`src/rtl/tree_walker.sv`:
```
// Tree-forest inference walker: walks every loaded tree for one sample and
// sums the reached leaf values into a signed 32-bit prediction.
module tree_walker #(
  parameter  int N_TREES   = 128,
  parameter  int TREES_LEN = 256,
  localparam int NB        = $clog2(TREES_LEN),
  localparam int TREE_BITS = $clog2(N_TREES)
) (
  input  logic                 clk,
  input  logic                 rst,
  input  logic                 start,
  input  logic [31:0]          sample_idx,
  input  logic [31:0]          n_trees,
  input  logic [31:0]          n_features,
  output logic                 busy,
  output logic                 node_rd_en,
  output logic [TREE_BITS-1:0] node_rd_tree,
  output logic [NB-1:0]        node_rd_node,
  input  logic [63:0]          node_rd_data,
  output logic                 feat_rd_en,
  output logic [31:0]          feat_rd_addr,
  input  logic [31:0]          feat_rd_data,
  output logic                 pred_valid,
  input  logic                 pred_ready,
  output logic [31:0]          pred_data,
  output logic [31:0]          pred_sample,
  output logic                 err
);

  // state      | meaning
  // S_IDLE     | waiting for start
  // S_NODE_REQ | node store read issued for (tree, node)
  // S_NODE_DEC | node word valid: add leaf, fetch feature, or bad-index compare
  // S_FEAT_CMP | feature valid: choose child, advance depth counter
  // S_OUT      | prediction presented until accepted
  typedef enum logic [2:0] {
    S_IDLE, S_NODE_REQ, S_NODE_DEC, S_FEAT_CMP, S_OUT
  } state_t;

  state_t                state_q, state_d;
  logic [31:0]           sample_q, sample_d;
  logic [31:0]           nfeat_q, nfeat_d;
  logic [31:0]           base_q, base_d;
  logic [31:0]           acc_q, acc_d;
  logic                  err_q, err_d;
  logic [TREE_BITS-1:0]  tree_q, tree_d;
  logic [TREE_BITS-1:0]  last_tree_q, last_tree_d;
  logic [NB-1:0]         node_q, node_d;
  logic [NB:0]           steps_q, steps_d;
  logic signed [31:0]    thr_q, thr_d;
  logic [NB-1:0]         left_q, left_d;
  logic [NB-1:0]         right_q, right_d;

  logic [31:0]           ntr_clamped;
  logic signed [31:0]    dec_value;
  logic [7:0]            dec_feat;
  logic [NB-1:0]         dec_left, dec_right;
  logic                  dec_leaf, dec_feat_ok, depth_hit, tree_done;
  logic                  unused_bits;

  assign unused_bits = ^node_rd_data[7:1];

  always_comb begin
    ntr_clamped = (n_trees > 32'(N_TREES)) ? 32'(N_TREES) : n_trees;
    dec_value   = node_rd_data[63:32];
    dec_right   = node_rd_data[24 +: NB];
    dec_left    = node_rd_data[16 +: NB];
    dec_feat    = node_rd_data[15:8];
    dec_leaf    = node_rd_data[0];
    dec_feat_ok = ({24'b0, dec_feat} < nfeat_q);
    // this step would be the TREES_LEN-th descent of the current tree
    depth_hit   = (steps_q == (NB+1)'(TREES_LEN - 1));
  end

  always_comb begin
    state_d      = state_q;
    sample_d     = sample_q;
    nfeat_d      = nfeat_q;
    base_d       = base_q;
    acc_d        = acc_q;
    err_d        = err_q;
    tree_d       = tree_q;
    last_tree_d  = last_tree_q;
    node_d       = node_q;
    steps_d      = steps_q;
    thr_d        = thr_q;
    left_d       = left_q;
    right_d      = right_q;
    node_rd_en   = 1'b0;
    feat_rd_en   = 1'b0;
    feat_rd_addr = '0;
    tree_done    = 1'b0;

    unique case (state_q)
      S_IDLE: begin
        if (start) begin
          sample_d    = sample_idx;
          nfeat_d     = n_features;
          base_d      = sample_idx * n_features;
          acc_d       = '0;
          err_d       = 1'b0;
          tree_d      = '0;
          node_d      = '0;
          steps_d     = '0;
          last_tree_d = TREE_BITS'(ntr_clamped - 32'd1);
          state_d     = (ntr_clamped == 32'd0) ? S_OUT : S_NODE_REQ;
        end
      end
      S_NODE_REQ: begin
        node_rd_en = 1'b1;
        state_d    = S_NODE_DEC;
      end
      S_NODE_DEC: begin
        if (dec_leaf) begin
          acc_d     = acc_q + dec_value;
          tree_done = 1'b1;
        end else if (dec_feat_ok) begin
          feat_rd_en   = 1'b1;
          feat_rd_addr = base_q + {24'b0, dec_feat};
          thr_d        = dec_value;
          left_d       = dec_left;
          right_d      = dec_right;
          state_d      = S_FEAT_CMP;
        end else begin
          // Out-of-range feature reads as 0; still counts as a descent so a
          // bad self-loop cannot hang the walk.
          err_d = 1'b1;
          if (depth_hit) begin
            tree_done = 1'b1;
          end else begin
            node_d  = (32'sd0 < dec_value) ? dec_left : dec_right;
            steps_d = steps_q + (NB+1)'(1);
            state_d = S_NODE_REQ;
          end
        end
      end
      S_FEAT_CMP: begin
        if (depth_hit) begin
          err_d     = 1'b1;
          tree_done = 1'b1;
        end else begin
          node_d  = ($signed(feat_rd_data) < thr_q) ? left_q : right_q;
          steps_d = steps_q + (NB+1)'(1);
          state_d = S_NODE_REQ;
        end
      end
      S_OUT: begin
        if (pred_ready) state_d = S_IDLE;
      end
      default: state_d = S_IDLE;
    endcase

    if (tree_done) begin
      if (tree_q == last_tree_q) begin
        state_d = S_OUT;
      end else begin
        tree_d  = tree_q + TREE_BITS'(1);
        node_d  = '0;
        steps_d = '0;
        state_d = S_NODE_REQ;
      end
    end
  end

  always_ff @(posedge clk) begin
    if (rst) begin
      state_q     <= S_IDLE;
      sample_q    <= '0;
      nfeat_q     <= '0;
      base_q      <= '0;
      acc_q       <= '0;
      err_q       <= 1'b0;
      tree_q      <= '0;
      last_tree_q <= '0;
      node_q      <= '0;
      steps_q     <= '0;
      thr_q       <= '0;
      left_q      <= '0;
      right_q     <= '0;
    end else begin
      state_q     <= state_d;
      sample_q    <= sample_d;
      nfeat_q     <= nfeat_d;
      base_q      <= base_d;
      acc_q       <= acc_d;
      err_q       <= err_d;
      tree_q      <= tree_d;
      last_tree_q <= last_tree_d;
      node_q      <= node_d;
      steps_q     <= steps_d;
      thr_q       <= thr_d;
      left_q      <= left_d;
      right_q     <= right_d;
    end
  end

  assign busy         = (state_q != S_IDLE);
  assign pred_valid   = (state_q == S_OUT);
  assign pred_data    = acc_q;
  assign pred_sample  = sample_q;
  assign err          = err_q;
  assign node_rd_tree = tree_q;
  assign node_rd_node = node_q;

endmodule

```
`config.mk`:
```
export PLATFORM = sky130hd
export DESIGN_NAME = tree_walker
export DESIGN_NICKNAME = d
export VERILOG_FILES = /design/src/rtl/tree_walker.sv
export SDC_FILE = /design/constraint.sdc
export NUM_CORES = 2
export LEC_CHECK = 0
export BUFFER_PORTS_ARGS = -buffer_cell sky130_fd_sc_hd__buf_2
export CAP_MARGIN = 20
export CELL_PAD_IN_SITES_DETAIL_PLACEMENT = 0
export CELL_PAD_IN_SITES_GLOBAL_PLACEMENT = 1
export CORE_UTILIZATION = 50
export DETAILED_ROUTE_END_ITERATION = 10
export GPL_TIMING_DRIVEN = 0
export PLACE_DENSITY_LB_ADDON = 0.12
export SLEW_MARGIN = 15
export SYNTH_ARGS = -nofsm -noshare
export SYNTH_HDL_FRONTEND = slang
export SYNTH_SLANG_ARGS = --single-unit
```
`constraint.sdc`:
```
create_clock -name clk -period 11.52 [get_ports clk]
set_input_delay 0.576 -clock clk [delete_from_list [all_inputs] [get_ports clk]]
set_output_delay 0.576 -clock clk [all_outputs]
set_load 0.005 [all_outputs]
```
==> flow_results.org <==
** Status
- Result of the run :: finished clean

** Floorplan
- The region available for standard cell placement spans 54000 um2.
- In this run the horizontal extent of the chip is 236 um.
- In this run the count of I/O pins placed on the die edge is 312.
- Total Die Area :: 55900 um2
- In this run the vertical extent of the chip is 236 um.
- For this configuration, the core starts out at a cell density of 0.509.
- Site row count :: 85

** Timing
- Relative slew slack :: 0.250
- The max-slew violation count is 0.
- Number of failing hold endpoints at the final stage :: 0
- RSZ-0062 raised after global routing :: false
- For this run, the top clock speed supported by timing is 121 MHz.
- After layout, the minimum clock period comes to 8.23 ns.
- Final clock period utilization by the worst path :: 0.714
- Summed over all failing endpoints, the final setup total negative slack is 0 ns.
- Post-route clock skew :: 0.0282 ns
- Transition at the pin with the smallest max-transition slack :: 1.13 ns
- Setup violations remaining at the end of the flow were counted as 0.

** Logic synthesis
- Syn Nets :: 4077
- Yosys mapped a number of flops with a built-in enable equal to 0.
- Sorting the synthesized cells by area gives the leading types as sky130_fd_sc_hd__fa_1, sky130_fd_sc_hd__dfxtp_1, sky130_fd_sc_hd__ha_1.
- The share of the Yosys chip area taken by registers is 0.154.
- Ys flop type :: sky130_fd_sc_hd__dfxtp_1
- Post-Syn Area :: 27500 um2
- For this run, the number of Yosys warnings is 0.
- A synthesized cell averages 8.41 um2.
- Post-Synthesis Cells :: 3267
- Dominant cell type by area after synthesis :: sky130_fd_sc_hd__fa_1
- The share of synthesized area in the top cell type comes to 0.299.
- Number of different library cells in the post-synthesis netlist :: 79
- In the synthesized netlist the async set-or-reset flop fraction comes to 0.
- In this run, synthesis produced a sequential element count of 211.

** Clock network
- Hold repair after CTS inserted 0 buffers.
- The number of clock buffers added by TritonCTS is 26.
- Gates resized during post-CTS repair numbered 0.
- CTS max path bufs :: 3
- Reg clk slew, reported paths :: 0.06 ns
- Clock tree synthesis found a total of 211 sinks.
- Insertion delay of the later-clocked pin in the worst-skew pair :: 0.56 ns
- Post-CTS repair timing setup buffer count :: 0
- CTS tree :: built
- Root buffer selected by CTS :: sky130_fd_sc_hd__clkbuf_16
- In this run the number of H-tree levels came out at 1.

** Critical path
- In this design, the stage delay of the slowest critical-path cell is 0.87 ns.
- In this run the register-to-register setup slack is 8.23 ns.
- Data arrival time at the worst-slack endpoint :: 8.61 ns
- The cell that appears most often on the critical path is sky130_fd_sc_hd__fa_1.
- STA classifies the critical path endpoint as a flop.
- Together, buffers and inverters on the worst path number 6.
- The kind of cell with the highest combined delay along the critical path is adder cells.
- The worst setup path is of the input port to flop kind.
- Critical Path Source Type :: input port
- STA puts the critical path data required time at 11.90 ns.
- On the critical path, the stage with the largest delay is an instance of sky130_fd_sc_hd__clkbuf_1.
- Maximum fanout count along the critical path :: 12

** Global route
- Wire length of the first global-routing pass :: 148 mm
- The total overflow left after global routing is 0.
- Global-route total usage across every layer :: 0.352
- Maximum number of pins on one net before global-route repair :: 14
- The number of global-route vias before repair was 24500.
- Initial antenna violation count :: 0

** Drt
- Detailed-router iteration count before antenna repair :: 5
- Via density per instance :: 5.62
- In the routed design, unresolved DRC markers number 0.
- Wire per inst :: 22.8 um
- Via count :: 24200
- For this block, the routed nets add up to 98.3 mm of wire.
- Number of nets with antenna violations after routing :: 0
- Number of DRC markers in iteration 0 :: 1685

** Placed design
- After legalization and detailed placement, the total HPWL measured 81.3 mm.
- At the end of routability-driven placement, the weighted congestion stood at 0.980.
- Buffers added on ports :: 296

** Layout
- Synth-to-Final Area Change :: 11.6%
- In the final layout, the share of cells above drive strength 1 is 0.102.
- The net count of the finished layout is 4401.

** Job
- Max-cap violations in this run came to 0.

** Worst hold path
- The min-delay analysis places its worst path in the category input port to flop.
-- cell families (layout without fill, tap and decap cells) --
logic type,Yosys count,in the layout,synth area share
AND/OR/NAND/NOR,1208,1208,0.212
XOR/XNOR,137,137,0.0442
multiplexers,14,14,0.00515
buffers and inverters,607,951,0.0830
other,0,2,0
adder cells (fa/ha/maj),614,614,0.392
AO/OA/AOI/OAI,476,476,0.110
flip-flops,211,211,0.154
-- state kept, by name (all words and copies together), names as in the netlist, 8 cells and up --
register	flops
base_q	32
nfeat_q	32
pred_data	32
pred_sample	32
thr_q	32
steps_q	9
left_q	8
node_rd_node	8
right_q	8
-- cell usage after synthesis (9+ instances only) --
cell and n:
sky130_fd_sc_hd__o211ai_1 9, sky130_fd_sc_hd__a211oi_1 12, sky130_fd_sc_hd__and3_1 14, sky130_fd_sc_hd__mux2i_1 13, sky130_fd_sc_hd__nand3_1 46, sky130_fd_sc_hd__nand4_1 19
sky130_fd_sc_hd__fa_1 410, sky130_fd_sc_hd__o21a_1 20, sky130_fd_sc_hd__a21o_1 47, sky130_fd_sc_hd__xnor2_1 98, sky130_fd_sc_hd__nor3_1 28, sky130_fd_sc_hd__or3_1 18
sky130_fd_sc_hd__ha_1 204, sky130_fd_sc_hd__clkbuf_1 160, sky130_fd_sc_hd__o21ai_0 45, sky130_fd_sc_hd__nor4_1 37, sky130_fd_sc_hd__nor3b_1 11, sky130_fd_sc_hd__nand2_1 559
sky130_fd_sc_hd__a21oi_1 238, sky130_fd_sc_hd__xor2_1 38, sky130_fd_sc_hd__inv_1 437, sky130_fd_sc_hd__nand2b_1 11, sky130_fd_sc_hd__o21bai_1 11, sky130_fd_sc_hd__dfxtp_1 211
sky130_fd_sc_hd__and2_1 313, sky130_fd_sc_hd__a31oi_1 12, sky130_fd_sc_hd__nor2_1 120
-- metal layers --
metal  vias to the layer above  track usage  wire [um]
li1                      11000            -          -
met2                      1020        0.594      47000
met4                         0        0.131       3870
met1                     12000        0.464      40700
met5                         -            0          0
met3                       191       0.0387       6700
-- layout by cell type (no fill, tap or decap), types with 11 or more instances in the layout --
master                      synthesis  final
sky130_fd_sc_hd__a211oi_1          12     12
sky130_fd_sc_hd__a21o_1            47     47
sky130_fd_sc_hd__a21oi_1          238    238
sky130_fd_sc_hd__a31oi_1           12     12
sky130_fd_sc_hd__and2_1           313    313
sky130_fd_sc_hd__and3_1            14     14
sky130_fd_sc_hd__buf_2              2    298
sky130_fd_sc_hd__clkbuf_1         160    163
sky130_fd_sc_hd__clkbuf_16          0     26
sky130_fd_sc_hd__dfxtp_1          211    211
sky130_fd_sc_hd__fa_1             410    410
sky130_fd_sc_hd__ha_1             204    204
sky130_fd_sc_hd__inv_1            437    437
sky130_fd_sc_hd__mux2i_1           13     13
sky130_fd_sc_hd__nand2_1          559    559
sky130_fd_sc_hd__nand2b_1          11     11
sky130_fd_sc_hd__nand3_1           46     46
sky130_fd_sc_hd__nand4_1           19     19
sky130_fd_sc_hd__nor2_1           120    120
sky130_fd_sc_hd__nor3_1            28     27
sky130_fd_sc_hd__nor3b_1           11     11
sky130_fd_sc_hd__nor4_1            37     37
sky130_fd_sc_hd__o21a_1            20     20
sky130_fd_sc_hd__o21ai_0           45     45
sky130_fd_sc_hd__o21bai_1          11     11
sky130_fd_sc_hd__or3_1             18     18
sky130_fd_sc_hd__xnor2_1           98     98
sky130_fd_sc_hd__xor2_1            38     38
-- path summary, 6_finish.rpt --
path,startpoint,endpoint,depth (start not counted)
worst max-delay path,n_features[7],base_q[31],25
worst max register to register,pred_data[1],pred_data[31],10
worst min-delay path,node_rd_data[23],left_q[7],3
worst min register to register,pred_sample[14],pred_sample[14],2
-- tightest hold or removal path, cell delays in order --
cell	delay [ns]
sky130_fd_sc_hd__buf_2	0.10
sky130_fd_sc_hd__nand2_1	0.05
sky130_fd_sc_hd__a21oi_1	0.05
-- final cells by class --
type                       count  area [um2]
fill                        5212       23400
multi-input combinational   2449       21000
sequential                   211        4220
inverter                     438        1640
timing repair buffer         296        1480
tap                          696         871
clock buffer                  33         717
buffer                       169         637
clock inverter                15         113
antenna                        2        5.00
-- stage by stage --
stage | hold slack [ns] | setup slack (ns) | util | instances | cell area (um2)
6_report | 0.270 | 3.29 | 0.568 | 4309 | 30700
5_1_grt | 0.251 | 3.14 | 0.568 | 4307 | 30700
4_1_cts | 0.240 | 3.40 | 0.568 | 4307 | 30700
3_5_place_dp | 0.447 | 2.86 | 0.552 | 4259 | 29800
3_3_place_gp | 0.441 | 2.86 | 0.552 | 4259 | 29800
2_1_floorplan | 0.430 | 4.38 | - | 3267 | 27500
Power is left out: the tool's default activity adds up to more than one toggle a clock period on the data nets, which glitch-free logic cannot reach.
